--- src/rtl/ks_pkg.sv ---
// Shared definitions for the Karplus-Strong voice, string and mixer blocks.
package ks_pkg;

   typedef enum logic [1:0] {StIdle, StPluck, StGap, StRing} voice_state_e;

   localparam int unsigned GAP_CYCLES = 2;

   function automatic int unsigned clamp_period(input int unsigned period,
                                                input int unsigned max_len);
      int unsigned result;
      result = period;
      if (period < 2) result = 2;
      else if (period > max_len) result = max_len;
      return result;
   endfunction

endpackage

--- src/rtl/ks_voice_fsm.sv ---
// One string voice: pluck/gap/ring sequencing, note-length countdown and latched config.
module ks_voice_fsm
   import ks_pkg::*;
#(
   parameter int unsigned DATA_WIDTH   = 8,
   parameter int unsigned MAX_LENGTH   = 12,
   parameter int unsigned LEN_WIDTH    = 8,
   parameter int unsigned PLUCK_CYCLES = 4
) (
   input  logic                  clk_i,
   input  logic                  rst_n,
   input  logic                  hold,
   input  logic                  all_off,
   input  logic                  tick,
   input  logic                  load,
   input  logic [DATA_WIDTH-1:0] load_period,
   input  logic                  load_drum,
   input  logic [LEN_WIDTH-1:0]  load_len,
   output voice_state_e          state,
   output logic [LEN_WIDTH-1:0]  remain,
   output logic                  pluck,
   output logic [DATA_WIDTH-1:0] period,
   output logic                  drum
);

   // PLUCK_CYCLES >= GAP_CYCLES, so one counter sized for the pluck phase serves both.
   localparam int unsigned CNT_W = $clog2(PLUCK_CYCLES);
   localparam logic [CNT_W-1:0] LAST_PLUCK = CNT_W'(PLUCK_CYCLES - 1);
   localparam logic [CNT_W-1:0] LAST_GAP   = CNT_W'(GAP_CYCLES - 1);

   logic [CNT_W-1:0] cnt;

   always_ff @(posedge clk_i) begin
      if (!rst_n) begin
         state  <= StIdle;
         cnt    <= '0;
         remain <= '0;
         pluck  <= 1'b0;
         period <= DATA_WIDTH'(MAX_LENGTH);
         drum   <= 1'b0;
      end else if (all_off) begin
         state  <= StIdle;
         cnt    <= '0;
         remain <= '0;
         pluck  <= 1'b0;
      end else if (load) begin
         period <= load_period;
         drum   <= load_drum;
         remain <= load_len;
         cnt    <= '0;
         // A ringing voice is stolen via a low gap so the string sees a fresh pluck edge.
         if (state == StRing) begin
            state <= StGap;
            pluck <= 1'b0;
         end else begin
            state <= StPluck;
            pluck <= 1'b1;
         end
      end else if (!hold) begin
         unique case (state)
            StIdle: ;
            StPluck: begin
               if (cnt == LAST_PLUCK) begin
                  state <= StRing;
                  cnt   <= '0;
                  pluck <= 1'b0;
               end else begin
                  cnt <= cnt + 1'b1;
               end
            end
            StGap: begin
               if (cnt == LAST_GAP) begin
                  state <= StPluck;
                  cnt   <= '0;
                  pluck <= 1'b1;
               end else begin
                  cnt <= cnt + 1'b1;
               end
            end
            StRing: begin
               if (remain == '0) state <= StIdle;
               else if (tick) remain <= remain - 1'b1;
            end
         endcase
      end
   end

endmodule

--- src/rtl/ks_voice_alloc.sv ---
// Polyphonic note allocator: picks a free (or stealable) voice per accepted note request.
module ks_voice_alloc
   import ks_pkg::*;
#(
   parameter int unsigned NUM_VOICES   = 4,
   parameter int unsigned DATA_WIDTH   = 8,
   parameter int unsigned MAX_LENGTH   = 12,
   parameter int unsigned LEN_WIDTH    = 8,
   parameter int unsigned PLUCK_CYCLES = 4,
   parameter int unsigned STEAL_EN     = 1
) (
   input  logic                             clk_i,
   input  logic                             rst_n,
   input  logic                             tick_i,
   input  logic                             hold_i,
   input  logic                             all_off_i,
   input  logic                             note_valid_i,
   output logic                             note_ready_o,
   input  logic [DATA_WIDTH-1:0]            note_period_i,
   input  logic                             note_drum_i,
   input  logic [LEN_WIDTH-1:0]             note_len_i,
   output logic [NUM_VOICES-1:0]            pluck_o,
   output logic [NUM_VOICES*DATA_WIDTH-1:0] period_o,
   output logic [NUM_VOICES-1:0]            drum_string_no,
   output logic [NUM_VOICES-1:0]            freeze_o,
   output logic [NUM_VOICES-1:0]            voice_busy_o,
   output logic                             steal_o
);

   localparam int unsigned IDX_W = (NUM_VOICES > 1) ? $clog2(NUM_VOICES) : 1;

   voice_state_e           state  [NUM_VOICES];
   logic [LEN_WIDTH-1:0]   remain [NUM_VOICES];
   logic                   any_idle;
   logic                   any_ring;
   logic [IDX_W-1:0]       idle_idx;
   logic [IDX_W-1:0]       ring_idx;
   logic [IDX_W-1:0]       target;
   logic [LEN_WIDTH-1:0]   best_len;
   logic                   accept;
   logic                   steal;
   logic [DATA_WIDTH-1:0]  clamped;

   // Lowest idle voice wins; otherwise the ringing voice closest to its end, lowest index on ties.
   always_comb begin
      any_idle = 1'b0;
      any_ring = 1'b0;
      idle_idx = '0;
      ring_idx = '0;
      best_len = '0;
      for (int v = 0; v < NUM_VOICES; v++) begin
         if (state[v] == StIdle && !any_idle) begin
            any_idle = 1'b1;
            idle_idx = IDX_W'(v);
         end
         if (state[v] == StRing && (!any_ring || remain[v] < best_len)) begin
            any_ring = 1'b1;
            best_len = remain[v];
            ring_idx = IDX_W'(v);
         end
      end
      target = any_idle ? idle_idx : ring_idx;
   end

   assign note_ready_o = !hold_i && !all_off_i && (any_idle || ((STEAL_EN != 0) && any_ring));
   assign accept       = note_valid_i && note_ready_o;
   assign clamped      = DATA_WIDTH'(clamp_period(32'(note_period_i), MAX_LENGTH));
   assign freeze_o     = {NUM_VOICES{hold_i}};
   assign steal_o      = steal;

   always_ff @(posedge clk_i) begin
      if (!rst_n) steal <= 1'b0;
      else        steal <= accept && !any_idle;
   end

   for (genvar v = 0; v < NUM_VOICES; v++) begin : g_voice
      ks_voice_fsm #(
         .DATA_WIDTH   (DATA_WIDTH),
         .MAX_LENGTH   (MAX_LENGTH),
         .LEN_WIDTH    (LEN_WIDTH),
         .PLUCK_CYCLES (PLUCK_CYCLES)
      ) u_fsm (
         .clk_i       (clk_i),
         .rst_n       (rst_n),
         .hold        (hold_i),
         .all_off     (all_off_i),
         .tick        (tick_i),
         .load        (accept && (target == IDX_W'(v))),
         .load_period (clamped),
         .load_drum   (note_drum_i),
         .load_len    (note_len_i),
         .state       (state[v]),
         .remain      (remain[v]),
         .pluck       (pluck_o[v]),
         .period      (period_o[v*DATA_WIDTH +: DATA_WIDTH]),
         .drum        (drum_string_no[v])
      );
      assign voice_busy_o[v] = (state[v] != StIdle);
   end

endmodule

--- config.mk ---
export PLATFORM = sky130hd
export DESIGN_NAME = ks_voice_alloc
export DESIGN_NICKNAME = d
export VERILOG_FILES = /design/src/rtl/ks_pkg.sv /design/src/rtl/ks_voice_fsm.sv /design/src/rtl/ks_voice_alloc.sv
export SDC_FILE = /design/constraint.sdc
export NUM_CORES = 1
export LEC_CHECK = 0
export ABC_CLOCK_PERIOD_IN_PS = 6850
export CAP_MARGIN = 20
export CORE_MARGIN = 8
export CORE_UTILIZATION = 55
export CTS_CLUSTER_SIZE = 12
export DETAILED_ROUTE_END_ITERATION = 8
export DONT_BUFFER_PORTS = 1
export PLACE_DENSITY = 0.72
export SYNTH_ARGS = -nofsm -noshare
export SYNTH_HDL_FRONTEND = slang
export SYNTH_SLANG_ARGS = --single-unit
--- constraint.sdc ---
create_clock -name clk_i -period 6.85 [get_ports clk_i]
set_input_delay 1.0275 -clock clk_i [delete_from_list [all_inputs] [get_ports clk_i]]
set_output_delay 1.0275 -clock clk_i [all_outputs]
set_load 0.01 [all_outputs]
==> reports/metrics.yaml <==
ys_seq_elements: 89
path_clk_slew_ps: 90
synth_area_mm2: 0.00570
hold_start: "g_voice[0].u_fsm.state[0]"
r2r_cells: 27
r2r-end: "g_voice[1].u_fsm.state[0]"
numCtsBuffers: 9
ff_latch_area_mm2: 0.00178
final_max_slew_viol_count: 0
gp_congestion: 0.925
first_iter_violations: 304
via_count: 4849
antenna_found_initial: 0
place_hpwl_um: 10700
areaGrowthSynthToFinish_pct: 3.23
multi_input_area_mm2: 0.00347
p_leak_uw: 0.00238
cts_setup_buffers: 0
switching_share_pct: 23.9
seq_power_share_pct: 56.1
worstSetupPathType: "flip-flop to flip-flop"
core_mm2: 0.0102
slew_headroom_pct: 27.3
grt_max_degree: 42
place_inst: 793
postSynthCellCount: 693
rrSetupSlack_ps: 470
grtUsageMet1_pct: 22.4
async_reset_ff_share_pct: 0
clockRootBuffer: "clkbuf_8"
cap_viol_max_count: 0
min_path_type: "flip-flop to flip-flop"
overflow: 0
initial_utilization_pct: 55.9
layout.cells.non_filler: 810
max_freq_mhz: 157
fill_cells: 935
ir_drop_v: 0.000161
cts.htree.levels: 3
drive_above_1_share_pct: 7.86
clock_skew_ps: 12.3
gr-usage-met3_pct: 6.04
cts_hold_buffers: 0
tns_ps: 0
grt_pass1_wl_um: 23100
p_per_area_mw_per_mm2: 159
status: "complete, no violations"
top_usage_layer: "met2"
drcViolationCount: 0
ant_nets: 0
layout_setup_ws_ps: 472
use_met2_pct: 35.2
die_h_um: 118
n_antenna_cell: 0
dieArea_mm2: 0.0139
power_frac_comb_pct: 5.2
cts.sinks: 89
startpoint_type: "flip-flop"
ys_seq_area_share_pct: 31.3
rsz0062_at_grt: "false"
totalWireLength_um: 14700
worst_ep_required_time_ps: 7140
vias_per_cell: 5.99
r2r_start: "g_voice[0].u_fsm.state[0]"
min_period_ps: 6380
pre_cts_ws_ps: 403
critPathArrivalTime_ps: 6660
cts_resized: 0
syn-num-nets: 776
io_pins: 73
worstSkewPairLatency_ps: 370
tightest_slew_ps: 1060
switchingPower_uw: 224
io_buffers: 0
synth_cell_types: 66
p_clk_share_pct: 38.7
hold_slack_ps: 520
final_nets: 753
yosysWarningCount: 0
synth-edff-count: 0
wl_per_cell_um: 18.1
grt.total_usage_pct: 20.1
p_int_uw: 714
min_path_cells: 2
setup_viol: 0
grt_pass1_vias: 4660
fin_crit_sh_pct: 93.1
cts_tree: "yes"
die_w_um: 118
hold_viol_final: 0
fp-row-count: 37
hold_end: "g_voice[0].u_fsm.state[0]"
end_kind: "flip-flop"
cp_max_fo: 20
drt_pass1_iterations: 6
synthFlopType: "dfxtp_1"
clock_path_buffers: 2
syn_area_per_cell_um2: 8.22
-- metal layers --
| layer | vias up | wire [µm] |
|---|---|---|
| li1 | 2386 | - |
| met1 | 2269 | 6210 |
| met2 | 163 | 7040 |
| met3 | 31 | 1100 |
| met4 | 0 | 331 |
| met5 | - | 0 |
-- per-stage QoR --
step / power [µW] / area [µm²] / utilization [%]
2_1_floorplan: 579 / 5700 / -
3_3_place_gp: 583 / 5650 / 55.5
3_5_place_dp: 584 / 5650 / 55.5
4_1_cts: 945 / 5850 / 57.4
5_1_grt: 975 / 5880 / 57.7
6_report: 938 / 5880 / 57.7
-- cells in the mapped netlist (all sizes together), types with 4 or more instances --
cell type / count / share of area (%)
and2: 6 / 0.66
a2111oi: 8 / 1.2
nor2: 64 / 4.3
buf: 30 / 3.9
nand2: 60 / 4.1
o21ai: 45 / 4.2
and3: 20 / 2.2
dfxtp: 89 / 31
a21o: 4 / 0.53
clkbuf: 15 / 1.0
a211oi: 34 / 5.2
a31oi: 16 / 2.0
o31ai: 6 / 0.79
o211ai: 6 / 0.88
or2: 5 / 0.55
nand3: 26 / 2.3
inv: 53 / 3.5
nor3: 33 / 2.9
or3: 5 / 0.64
a21oi: 20 / 1.8
xor2: 12 / 1.8
nor2b: 11 / 1.2
xnor2: 16 / 2.5
nor4: 5 / 0.55
nand2b: 9 / 0.99
ha: 60 / 13
-- cell usage in the layout, fill, tap and decap left out, types with 3 or more instances in the layout --
cell        n
dfxtp_1    89
nor2_1     63
ha_1       60
nand2_1    59
inv_1      53
o21ai_0    42
nor3_1     33
nand3_1    26
a211oi_1   24
a21oi_1    20
and3_1     20
xnor2_1    16
a31oi_1    15
xor2_1     12
nor2b_1    10
a211oi_2   10
clkbuf_8   10
nand2b_1    9
buf_4       9
a2111oi_0   8
and2_1      6
o31ai_1     6
o211ai_1    5
nor4_1      5
or3_1       4
a21o_1      4
or2_2       4
nand4_1     3
o2111ai_1   3
o21a_1      3
or4_1       3
-- worst max-delay path, cell delays in order (launching register included) --
cell       delay (ps)
dfxtp_1           390
ha_1              330
nand2_1            90
ha_1              310
a41oi_1           250
o21ai_0           180
a21oi_1           150
o21ai_1            70
buf_4             200
nor2_1             90
a31oi_1            60
ha_1              340
nand4_1           100
or2_1             290
or3_1             350
or3_4             400
nand2_4           160
o21ai_0           100
ha_1              320
a21o_1            180
a21oi_1           140
o211ai_1          140
nand2b_1          240
a311oi_4          500
nand4bb_1         240
buf_4             270
nand2b_1          100
a221oi_2          260
-- power groups by stage --
stage | sequential (µW) | combinational [µW] | clock, µW
after global placement | 538 | 44.5 | 0
final | 526 | 48.9 | 363
after floorplan | 535 | 43.3 | 0
after detailed placement | 538 | 45.9 | 0
after global routing | 527 | 53.6 | 395
after CTS | 526 | 46.1 | 373
-- layout make-up --
type                            count  share of cell area, %
Clock buffer                       11                   2.40
Clock inverter                      4                  0.894
Inverter                           53                   3.38
Multi-Input combinational cell    508                   59.0
Sequential cell                    89                   30.3
Tap cell                          136                   2.89
Timing Repair Buffer                9                   1.15
-- registers in the layout (all words and copies together) (netlist names) --
| register | count |
|---|---|
| g_voice.u_fsm.cnt | 8 |
| g_voice.u_fsm.drum | 4 |
| g_voice.u_fsm.period | 32 |
| g_voice.u_fsm.pluck | 4 |
| g_voice.u_fsm.remain | 32 |
| g_voice.u_fsm.state | 8 |
| steal_o | 1 |
-- how the worst max path moves through the flow --
stage                                          from                          to  slack [ps]  cells past startpoint
after floorplan           g_voice[0].u_fsm.state[0]  g_voice[3].u_fsm.period[3]         280                     29
after global placement    g_voice[0].u_fsm.state[0]  g_voice[2].u_fsm.remain[3]         690                     27
after detailed placement  g_voice[0].u_fsm.state[0]  g_voice[2].u_fsm.remain[3]         400                     27
after CTS                 g_voice[0].u_fsm.state[0]  g_voice[2].u_fsm.remain[3]         360                     27
after global routing      g_voice[0].u_fsm.state[0]  g_voice[0].u_fsm.remain[3]          20                     28
final                     g_voice[0].u_fsm.state[0]   g_voice[1].u_fsm.state[0]         470                     27
-- cells by family after synthesis --
kind of cell / count (synthesis) / share of synthesized area (%)
XOR/XNOR: 28 / 4.31
flip-flops: 89 / 31.3
AO/OA/AOI/OAI: 161 / 20.6
buffers and inverters: 98 / 8.44
AND/OR/NAND/NOR: 256 / 22.0
adder cells (fa/ha/maj): 61 / 13.4
(Power assumes the default switching activity.)
